[config.mk]
export PLATFORM = sky130hd
export DESIGN_NAME = fb_arbiter
export DESIGN_NICKNAME = d
export VERILOG_FILES = /design/src/rtl/fb_pkg.sv /design/src/rtl/fb_wr_fifo.sv /design/src/rtl/fb_arbiter.sv
export SDC_FILE = /design/constraint.sdc
export NUM_CORES = 1
export LEC_CHECK = 0
export CORE_MARGIN = 4
export CORE_UTILIZATION = 48
export CTS_CLUSTER_SIZE = 28
export DETAILED_ROUTE_END_ITERATION = 10
export MAX_ROUTING_LAYER = met4
export PLACE_DENSITY = 0.81
export REMOVE_ABC_BUFFERS = 1
export SLEW_MARGIN = 10
export SYNTH_ARGS = -nofsm -noshare
export SYNTH_HDL_FRONTEND = slang
export SYNTH_SLANG_ARGS = --single-unit
[constraint.sdc]
create_clock -name pixClk -period 2.3 [get_ports pixClk]
set_input_delay 0.575 -clock pixClk [delete_from_list [all_inputs] [get_ports pixClk]]
set_output_delay 0.575 -clock pixClk [all_outputs]
set_load 0.01 [all_outputs]
[src/rtl/fb_pkg.sv]
// Shared frame-buffer definitions: geometry constants and the arbiter state type.
package fb_pkg;

   localparam int FB_ADDR_W     = 15;
   localparam int FB_DATA_W     = 4;
   localparam int FB_LINE_WORDS = 80;   // word address = col + line * FB_LINE_WORDS

   // Last grant type issued by the arbiter
   typedef enum logic {
      S_RD = 1'b0,
      S_WR = 1'b1
   } fb_arb_state_t;

endpackage

[src/rtl/fb_wr_fifo.sv]
// Small synchronous write buffer holding {address, nibble} pairs.
// A push while full is accepted only if a pop happens in the same cycle;
// otherwise the entry is discarded and o_drop pulses.
module fb_wr_fifo
   import fb_pkg::*;
#(
   parameter int DEPTH = 4,
   parameter int AW    = FB_ADDR_W,
   parameter int DW    = FB_DATA_W
) (
   input  logic                     i_clk,
   input  logic                     i_rst_n,
   input  logic                     i_push,
   input  logic [AW-1:0]            i_addr,
   input  logic [DW-1:0]            i_data,
   input  logic                     i_pop,
   output logic [AW-1:0]            o_addr,
   output logic [DW-1:0]            o_data,
   output logic                     o_full,
   output logic                     o_empty,
   output logic                     o_drop,
   output logic [$clog2(DEPTH):0]   o_level
);

   localparam int PTR_W = $clog2(DEPTH);
   localparam int LVL_W = $clog2(DEPTH) + 1;

   logic [AW+DW-1:0] r_mem [DEPTH];
   logic [PTR_W-1:0] r_wr_ptr;
   logic [PTR_W-1:0] r_rd_ptr;
   logic [LVL_W-1:0] r_level;
   logic             w_do_push;
   logic             w_do_pop;

   assign o_full    = (r_level == LVL_W'(DEPTH));
   assign o_empty   = (r_level == '0);
   assign w_do_pop  = i_pop & ~o_empty;
   assign w_do_push = i_push & (~o_full | w_do_pop);
   assign o_drop    = i_push & o_full & ~w_do_pop;
   assign o_level   = r_level;

   // Head entry is presented combinationally so the arbiter can drive the RAM this cycle
   assign {o_addr, o_data} = r_mem[r_rd_ptr];

   // Pointers wrap naturally because DEPTH is a power of two
   always_ff @(posedge i_clk or negedge i_rst_n) begin
      if (!i_rst_n) begin
         r_wr_ptr <= '0;
         r_rd_ptr <= '0;
         r_level  <= '0;
      end else begin
         if (w_do_push) r_wr_ptr <= r_wr_ptr + PTR_W'(1);
         if (w_do_pop)  r_rd_ptr <= r_rd_ptr + PTR_W'(1);
         case ({w_do_push, w_do_pop})
            2'b10:   r_level <= r_level + LVL_W'(1);
            2'b01:   r_level <= r_level - LVL_W'(1);
            default: r_level <= r_level;
         endcase
      end
   end

   // Entry storage, no reset needed: contents are only consumed when valid
   always_ff @(posedge i_clk) begin
      if (w_do_push) r_mem[r_wr_ptr] <= {i_addr, i_data};
   end

endmodule

[src/rtl/fb_arbiter.sv]
// Frame-buffer arbiter: shares one single-port RAM between buffered pixel
// writes and scanout reads. Reads win unless the write buffer is full or a
// read burst has run MAX_RD_BURST grants with writes waiting.
// Optional statistics counters (dropCnt, stallCnt) are built when the macro
// FB_ARB_STATS_EN is defined.
module fb_arbiter
   import fb_pkg::*;
#(
   parameter int ADDR_W       = FB_ADDR_W,
   parameter int DATA_W       = FB_DATA_W,
   parameter int WFIFO_DEPTH  = 4,
   parameter int MAX_RD_BURST = 8
) (
   input  logic                         pixClk,
   input  logic                         nRst,
   input  logic                         wrPix,
   input  logic [ADDR_W-1:0]            wrAddr,
   input  logic [DATA_W-1:0]            wrData,
   input  logic                         rdReq,
   input  logic [ADDR_W-1:0]            rdAddr,
   output logic                         rdGnt,
   output logic                         rdValid,
   output logic [DATA_W-1:0]            rdData,
   output logic [ADDR_W-1:0]            memAddr,
   output logic                         memWe,
   output logic [DATA_W-1:0]            memWdata,
   input  logic [DATA_W-1:0]            memRdata,
   input  logic                         ovflClr,
   output logic                         ovfl,
   output logic [$clog2(WFIFO_DEPTH):0] fifoLevel
`ifdef FB_ARB_STATS_EN
   ,
   output logic [15:0]                  dropCnt,
   output logic [15:0]                  stallCnt
`endif
);

   localparam int BC_W = $clog2(MAX_RD_BURST + 1);

   logic                r_wrPix_q;
   logic                w_push;
   logic                w_full;
   logic                w_empty;
   logic                w_drop;
   logic [ADDR_W-1:0]   w_head_addr;
   logic [DATA_W-1:0]   w_head_data;
   logic                w_force;
   logic                w_rd_gnt;
   logic                w_wr_gnt;
   logic [BC_W-1:0]     r_burstCnt;
   logic [BC_W-1:0]     w_burstCnt_next;
   fb_arb_state_t       r_state;
   fb_arb_state_t       w_state_next;
   logic [ADDR_W-1:0]   r_last_addr;
   logic [DATA_W-1:0]   r_last_wdata;
   logic                r_rdValid;
   logic [DATA_W-1:0]   r_rdData;
   logic                r_ovfl;

   // One push per rising edge of the write strobe
   assign w_push = wrPix & ~r_wrPix_q;

   fb_wr_fifo #(
      .DEPTH (WFIFO_DEPTH),
      .AW    (ADDR_W),
      .DW    (DATA_W)
   ) u_wr_fifo (
      .i_clk   (pixClk),
      .i_rst_n (nRst),
      .i_push  (w_push),
      .i_addr  (wrAddr),
      .i_data  (wrData),
      .i_pop   (w_wr_gnt),
      .o_addr  (w_head_addr),
      .o_data  (w_head_data),
      .o_full  (w_full),
      .o_empty (w_empty),
      .o_drop  (w_drop),
      .o_level (fifoLevel)
   );

   assign w_force = w_full | ((r_burstCnt == BC_W'(MAX_RD_BURST)) & ~w_empty);

   // State register: remembers the last grant type
   always_ff @(posedge pixClk or negedge nRst) begin
      if (!nRst) r_state <= S_RD;
      else       r_state <= w_state_next;
   end

   // Next-state: follow whichever grant was issued, hold while idle
   always_comb begin
      w_state_next = r_state;
      if (w_wr_gnt)      w_state_next = S_WR;
      else if (w_rd_gnt) w_state_next = S_RD;
   end

   // Grant decision and RAM port drive; grants are suppressed while in reset
   always_comb begin
      w_rd_gnt = 1'b0;
      w_wr_gnt = 1'b0;
      if (nRst) begin
         if (w_force)       w_wr_gnt = 1'b1;
         else if (rdReq)    w_rd_gnt = 1'b1;
         else if (!w_empty) w_wr_gnt = 1'b1;
      end
      rdGnt    = w_rd_gnt;
      memWe    = w_wr_gnt;
      memAddr  = r_last_addr;
      memWdata = r_last_wdata;
      if (w_wr_gnt) begin
         memAddr  = w_head_addr;
         memWdata = w_head_data;
      end else if (w_rd_gnt) begin
         memAddr  = rdAddr;
      end
   end

   // Burst length: counts reads granted while writes are waiting
   always_comb begin
      w_burstCnt_next = r_burstCnt;
      if (w_wr_gnt || w_empty)
         w_burstCnt_next = '0;
      else if (w_rd_gnt && (r_burstCnt != BC_W'(MAX_RD_BURST)))
         w_burstCnt_next = r_burstCnt + BC_W'(1);
   end

   // Edge detector, burst counter, held RAM drive values and read pipeline
   always_ff @(posedge pixClk or negedge nRst) begin
      if (!nRst) begin
         r_wrPix_q    <= 1'b0;
         r_burstCnt   <= '0;
         r_last_addr  <= '0;
         r_last_wdata <= '0;
         r_rdValid    <= 1'b0;
         r_rdData     <= '0;
      end else begin
         r_wrPix_q    <= wrPix;
         r_burstCnt   <= w_burstCnt_next;
         r_last_addr  <= memAddr;
         r_last_wdata <= memWdata;
         r_rdValid    <= w_rd_gnt;
         if (r_rdValid) r_rdData <= memRdata;
      end
   end

   // Read data follows the RAM on the valid cycle and holds afterwards
   assign rdValid = r_rdValid;
   assign rdData  = r_rdValid ? memRdata : r_rdData;

   // Sticky overflow flag; a new drop beats a simultaneous clear
   always_ff @(posedge pixClk or negedge nRst) begin
      if (!nRst)        r_ovfl <= 1'b0;
      else if (w_drop)  r_ovfl <= 1'b1;
      else if (ovflClr) r_ovfl <= 1'b0;
   end

   assign ovfl = r_ovfl;

`ifdef FB_ARB_STATS_EN
   logic [15:0] r_dropCnt;
   logic [15:0] r_stallCnt;

   // Saturating counters of dropped writes and stalled read cycles
   always_ff @(posedge pixClk or negedge nRst) begin
      if (!nRst) begin
         r_dropCnt  <= '0;
         r_stallCnt <= '0;
      end else begin
         if (w_drop && (r_dropCnt != 16'hFFFF))
            r_dropCnt <= r_dropCnt + 16'd1;
         if (rdReq && !w_rd_gnt && (r_stallCnt != 16'hFFFF))
            r_stallCnt <= r_stallCnt + 16'd1;
      end
   end

   assign dropCnt  = r_dropCnt;
   assign stallCnt = r_stallCnt;
`endif

endmodule

==> flow_summary.json <==
{
  "status": "complete, but fails checks",
  "violations": "setup timing",
  "synth_commonest_cells": "edfxtp_1 (76), dfrtp_1 (37), mux4_2 (19)",
  "drcViolationCount": 0,
  "cts_root_buf": "clkbuf_8",
  "synth_ff_type": "edfxtp_1",
  "finClkSkew_ns": 0.00809,
  "finalHoldViolations": 0,
  "grt_pass1_vias": 3165,
  "synth.mux.area_fraction_pct": 12.2,
  "insertion_delay_ns": 0.52,
  "period_share_pct": 127,
  "grt_pass1_wl_mm": 17.3,
  "switching_share_pct": 29.8,
  "wirelength_mm": 11.2,
  "max_cap_violations": 0,
  "leakage_nw": 2.67,
  "layout_min_cycle_time_ns": 2.92,
  "ys.warnings.count": 0,
  "ant_nets": 0,
  "maxSlewViolCount": 0,
  "cp_max_fo": 5,
  "power.total_mw": 8.57,
  "powerDensity_nw_per_um2": 1260,
  "vias_per_cell": 5.26,
  "r2r_start": "u_wr_fifo.o_level[1]$_DFFE_PN0P_",
  "die_h_um": 106,
  "fillCellCount": 555,
  "critPathKind": "flop to output pin",
  "ys_seq_area_share_pct": 69.2,
  "synth_cell_type_count": 38,
  "htreeDepth": 4,
  "synth_edf_count": 76,
  "antenna_found_initial": 0,
  "core_um2": 9330,
  "clock_path_buffers": 2,
  "io_buffers": 72,
  "p_switching_mw": 2.56,
  "grt_usage_pct": 21.6,
  "overflow": 0,
  "relSlewSlack_pct": 68.5,
  "die_w_um": 106,
  "start_kind": "flop",
  "n_antenna_cell": 0,
  "routed-via-count": 2893,
  "r2r_end": "u_wr_fifo.o_level[2]$_DFFE_PN0P_",
  "numPlacedInstances": 492,
  "first_pass_iters": 4,
  "ys_ff_latch": 113,
  "arrival_ns": 2.35,
  "peakVddDrop_uv": 738,
  "design_area_um2": 6810,
  "yosys.area_share.adder_pct": 2.32,
  "power_frac_seq_pct": 32.5,
  "tightest_slew_ns": 0.473,
  "final-instance-count-excl-fill": 550,
  "yosys.cell_count.top_type": "edfxtp_1",
  "placed_cell_area_um2": 5860,
  "gp_congestion": 0.818,
  "synth_compound_area_share_pct": 7.34,
  "grt_start_max_net_pins": 35,
  "dp_hpwl_mm": 6.54,
  "synth_top_area_share_pct": 49.2,
  "initialDrtViolationCount": 124,
  "area_growth_pct": 47.0,
  "synth_top_area_cell": "edfxtp_1",
  "synth_cells": 257,
  "p_int_mw": 6.02,
  "yosys-top-cells-area": "edfxtp_1 (49%), dfrtp_1 (20%), mux4_2 (9.2%), a2bb2oi_2 (2.9%), ha_1 (1.9%)",
  "combPwrFrac_pct": 39.1,
  "wl_per_cell_um": 20.4,
  "hold_class": "input port to asynchronous set/reset pin",
  "ff2ff_path_depth": 11,
  "drive_gt1_share_pct": 47.3,
  "clk_pin_slew_ns": 0.06,
  "end_kind": "output pin",
  "cts_sinks": 113,
  "cts_buffers": 17,
  "synth_xor_area_share_pct": 1.51,
  "worstPathRequired_ns": 1.73,
  "rows": 35,
  "die_area_um2": 11300,
  "pin_count": 73,
  "syn_avg_cell_area_um2": 18.0,
  "timing.fmax_mhz": 342,
  "start_util_pct": 49.7,
  "r2r_setup_slack_ns": 0,
  "grt_setup_unrepaired": "true",
  "async_flop_share_pct": 32.7,
  "synth.cell_area_um2": 4640,
  "cts_tree": "done",
  "synth_top_family_by_area": "multiplexers",
  "finalWorstSetupSlack_ns": -0.620,
  "final_nets": 459,
  "clkPwrFrac_pct": 28.4,
  "synth_simple_gate_area_share_pct": 4.35,
  "tns_ns": -10.23,
  "setup_violations": 22
}
## cells by family after synthesis
logic type	after synthesis
DFF	113
buffers and inverters	23
adders and majority gates	8
xor gates and xnor gates	8
muxes	31
and+or+nand+nor	40
AOI/OAI and AO/OA	34
## through the flow
step                utilization, %  worst slack [ns]  hold slack [ns]
floorplan                        -            -0.440            0.279
global placement              62.8            -0.776            0.473
detailed placement            62.8            -0.805            0.486
CTS                           71.5            -0.556           0.0149
global route                  73.1            -0.710           0.0112
finish                        73.1            -0.620           0.0322
## state kept, by name, summed over array words and instances (netlist names)
register	flops
r_rdData	4
r_last_addr	15
r_last_wdata	4
u_wr_fifo.r_wr_ptr	2
u_wr_fifo.o_level	3
ovfl	1
rdValid	1
u_wr_fifo.r_mem	76
r_wrPix_q	1
u_wr_fifo.r_rd_ptr	2
r_burstCnt	4
## area by class of cell
| cell class | count | area, um^2 | area share, % |
|---|---|---|---|
| Timing Repair Buffer | 140 | 1330 | 19.5 |
| Clock inverter | 14 | 143 | 2.09 |
| Multi-Input combinational cell | 121 | 1470 | 21.5 |
| Clock buffer | 18 | 418 | 6.13 |
| Inverter | 13 | 63.8 | 0.936 |
| Timing Repair inverter | 2 | 22.5 | 0.331 |
| Sequential cell | 113 | 3210 | 47.1 |
| Tap cell | 129 | 161 | 2.37 |
## power groups by stage
stage	clock network [mW]	logic, mW	registers [mW]
3_5_place_dp	0	2.93	2.80
2_1_floorplan	0	1.38	2.90
5_1_grt	2.60	3.59	2.83
4_1_cts	2.47	3.17	2.78
6_report	2.43	3.35	2.79
3_3_place_gp	0	2.86	2.77
## critical path: stages, from the launching register on
cell	delay (ns)
dfrtp_1	0.36
inv_2	0.05
ha_4	0.16
and3b_2	0.22
a211o_4	0.45
inv_12	0.13
a21oi_4	0.06
a2bb2oi_2	0.21
buf_2	0.18
## placed cells by master, fill, tap and decap left out, types with 3 or more instances in the layout
master           count
a21oi_4              5
buf_2               16
xor2_1               3
clkinv_4             4
inv_2                3
xnor2_1              5
clkdlybuf4s50_1     45
inv_1                8
mux2_2               5
a2bb2oi_2           15
edfxtp_1            76
clkinvlp_4           4
buf_6               14
clkdlybuf4s15_1      4
buf_12               9
ha_1                 5
mux2_4               4
buf_4               49
mux2i_1              3
mux4_2              19
a21oi_2             10
dfrtp_1             37
nand2_1             15
clkbuf_16           16
nor2_1               6
and2_1               4
## per-layer routing
layer	track usage, %	routed length [um]
met5	-	0
met4	8.70	285
met3	6.62	648
met2	35.2	5870
met1	25.2	4420
## what timing repair did
action                     CTS  global route
setup buffers               16             8
gates resized for setup    136            22
gates cloned                 3             0
pin swaps                   19            17
hold buffers                 0             0
hold endpoints to repair     0             0
setup endpoints to repair   26            27
## worst max-delay path by stage
stage | cells past startpoint | start | endpoint
after floorplan | 10 | u_wr_fifo.o_level[0]$_DFFE_PN0P_ | u_wr_fifo.o_level[2]$_DFFE_PN0P_
after global placement | 7 | rdReq | memAddr[1]
after detailed placement | 7 | rdReq | memAddr[1]
after CTS | 8 | r_burstCnt[1]$_DFFE_PN0P_ | memAddr[13]
after global routing | 8 | r_burstCnt[1]$_DFFE_PN0P_ | memAddr[2]
final | 8 | r_burstCnt[1]$_DFFE_PN0P_ | memAddr[2]
(Power assumes the default switching activity.)
==> edit (same flow settings) <==
The parameter `MAX_RD_BURST` goes from 8 to 4.
--- a/src/rtl/fb_arbiter.sv
+++ b/src/rtl/fb_arbiter.sv
@@ -9,7 +9,7 @@
    parameter int ADDR_W       = FB_ADDR_W,
    parameter int DATA_W       = FB_DATA_W,
    parameter int WFIFO_DEPTH  = 4,
-   parameter int MAX_RD_BURST = 8
+   parameter int MAX_RD_BURST = 4
 ) (
    input  logic                         pixClk,
    input  logic                         nRst,
Check against the original RTL: not equivalent (Yosys sat finds a counterexample within 10 cycles, from zero or initial values and one cycle with nRst low).
==> edit against the original RTL <==
The flow still finishes with violations (setup timing). Setup slack gained 0.26 ns. Synthesized area rose by 1.6%. Sequential cell count is 1 lower. Count of clock-buffer cells in the layout down 9. Cell count shrank 0.36%. Routed wire length is 12% higher. Cell area decreased by 0.44%. Total power down 8.3%. Critical endpoint is now memAddr[7]. Highest routed layer unchanged.
==> edit: results (changes against the original RTL) <==
routed len/inst=23.0 um (+13%); Worst setup startpoint=u_wr_fifo.o_level[1]$_DFFE_PN0P_; critical register-to-register path startpoint=r_burstCnt[0]$_DFFE_PN0P_; share of cells above drive strength 1=0.477 (+0.00464); first-pass GRT wire length=18600 um (+7.6%); # setup viols final=21 (-4.5%); total CTS buffers=9 (-8); CTS max path bufs=2 (unchanged); unique cell type count in the Yosys netlist=37 (-2.6%); H-tree Lvls=3 (-1); Final GP Congestion=0.856 (+4.6%); max_slew headroom=0.772 (+0.0875); clock skew=0.0130 ns (+0.00488 ns); Reg clk slew, reported paths=0.11 ns (+0.05 ns); Post-layout nets=466 (+1.5%); failing checks=setup timing; root buf cell=clkbuf_8; post-synthesis mux area share=0.116 (-0.00673); leakage dissipation=2.45 nW (-8.2%); FFs w/ async S/R, synth=0.321 (-0.00601); Post-Route M1 WL=4850 um (+9.7%); clk_lat worst skew=0.39 ns (-0.13 ns); Post-CTS Setup Repair Bufs=11 (-5); most instantiated cells after synthesis=76 x edfxtp_1, 36 x dfrtp_1, 19 x mux4_2; clock share of power=0.144 (-0.140); HPWL after DPL=7500 um (+15%); Max FO, Critical Path=8 (+3); power in sequential cells=2.92 mW (+5%); Worst VDD drop=653 uV (-11%); R2R Setup Slk=0.06 ns (+0.06 ns); Final WS setup=-0.356 ns (+0.264 ns); post-synthesis adder-cell area fraction=0.0228 (-0.000370); DP Area=0.00603 sq mm (+3.0%); vias in the first global route=3384 (+6.9%); post-synthesis sequential area ratio=0.676 (-0.0163); compound-gate portion of the synthesized area=0.0972 (+0.0238); worst r2r path cells=12 (+1); internal cell power=5.02 mW (-17%); worst setup path endpoint=memAddr[7]; 1st-iter DRT viols=323 (+160%); fillers=562 (+1.3%); status=finished, violations left; overall routing resource usage=0.223 (+0.00685); largest net degree at the start of global routing=21 (-40%); synth top area cells=edfxtp_1 48%, dfrtp_1 19%, mux4_2 9.1%, a211oi_1 2.7%, o31ai_1 2.7%
## edit: area by class of cell
class | count | share of cell area
inverters | 13 | 0.00830
well taps | 129 | 0.0238
repair buffers | 142 | 0.198
clock buffers | 9 | 0.0183
clock inverters | 6 | 0.00941
multi-input cells | 137 | 0.273
flip-flops and latches | 112 | 0.470
## edit: layer usage
layer / up-vias / track usage
li1: 1397 / -
met1: 1634 / 0.262
met2: 154 / 0.381
met3: 23 / 0.0464
met4: 0 / 0.0813
met5: - / -
## edit: worst min path at each step
stage	startpoint	depth (start not counted)	to	slack (ns)
2_1_floorplan	nRst	0	ovfl$_DFFE_PN0P_	0.28
3_3_place_gp	r_last_wdata[2]$_DFF_PN0_	1	r_last_wdata[2]$_DFF_PN0_	0.48
3_5_place_dp	r_last_wdata[0]$_DFF_PN0_	1	r_last_wdata[0]$_DFF_PN0_	0.48
4_1_cts	nRst	2	r_last_wdata[0]$_DFF_PN0_	0.22
5_1_grt	nRst	2	r_last_wdata[0]$_DFF_PN0_	0.23
6_report	nRst	2	r_last_wdata[0]$_DFF_PN0_	0.24
## edit: critical path: stages (launching register included)
cell      delay, ns
dfrtp_2        0.53
o211ai_1       0.32
buf_4          0.23
nand4_1        0.17
a31oi_2        0.26
buf_2          0.19
## edit: stage by stage
step / worst slack (ns) / TNS, ns / hold WS [ns] / util / std cells
finish: -0.356 / -5.22 / 0.237 / 0.721 / 548
global route: -0.411 / -6.75 / 0.230 / 0.721 / 548
detailed placement: -0.828 / -24.31 / 0.479 / 0.641 / 519
global placement: -0.745 / -19.53 / 0.480 / 0.641 / 519
floorplan: -0.981 / -61.56 / 0.279 / - / 261
CTS: -0.284 / -5.01 / 0.224 / 0.694 / 543
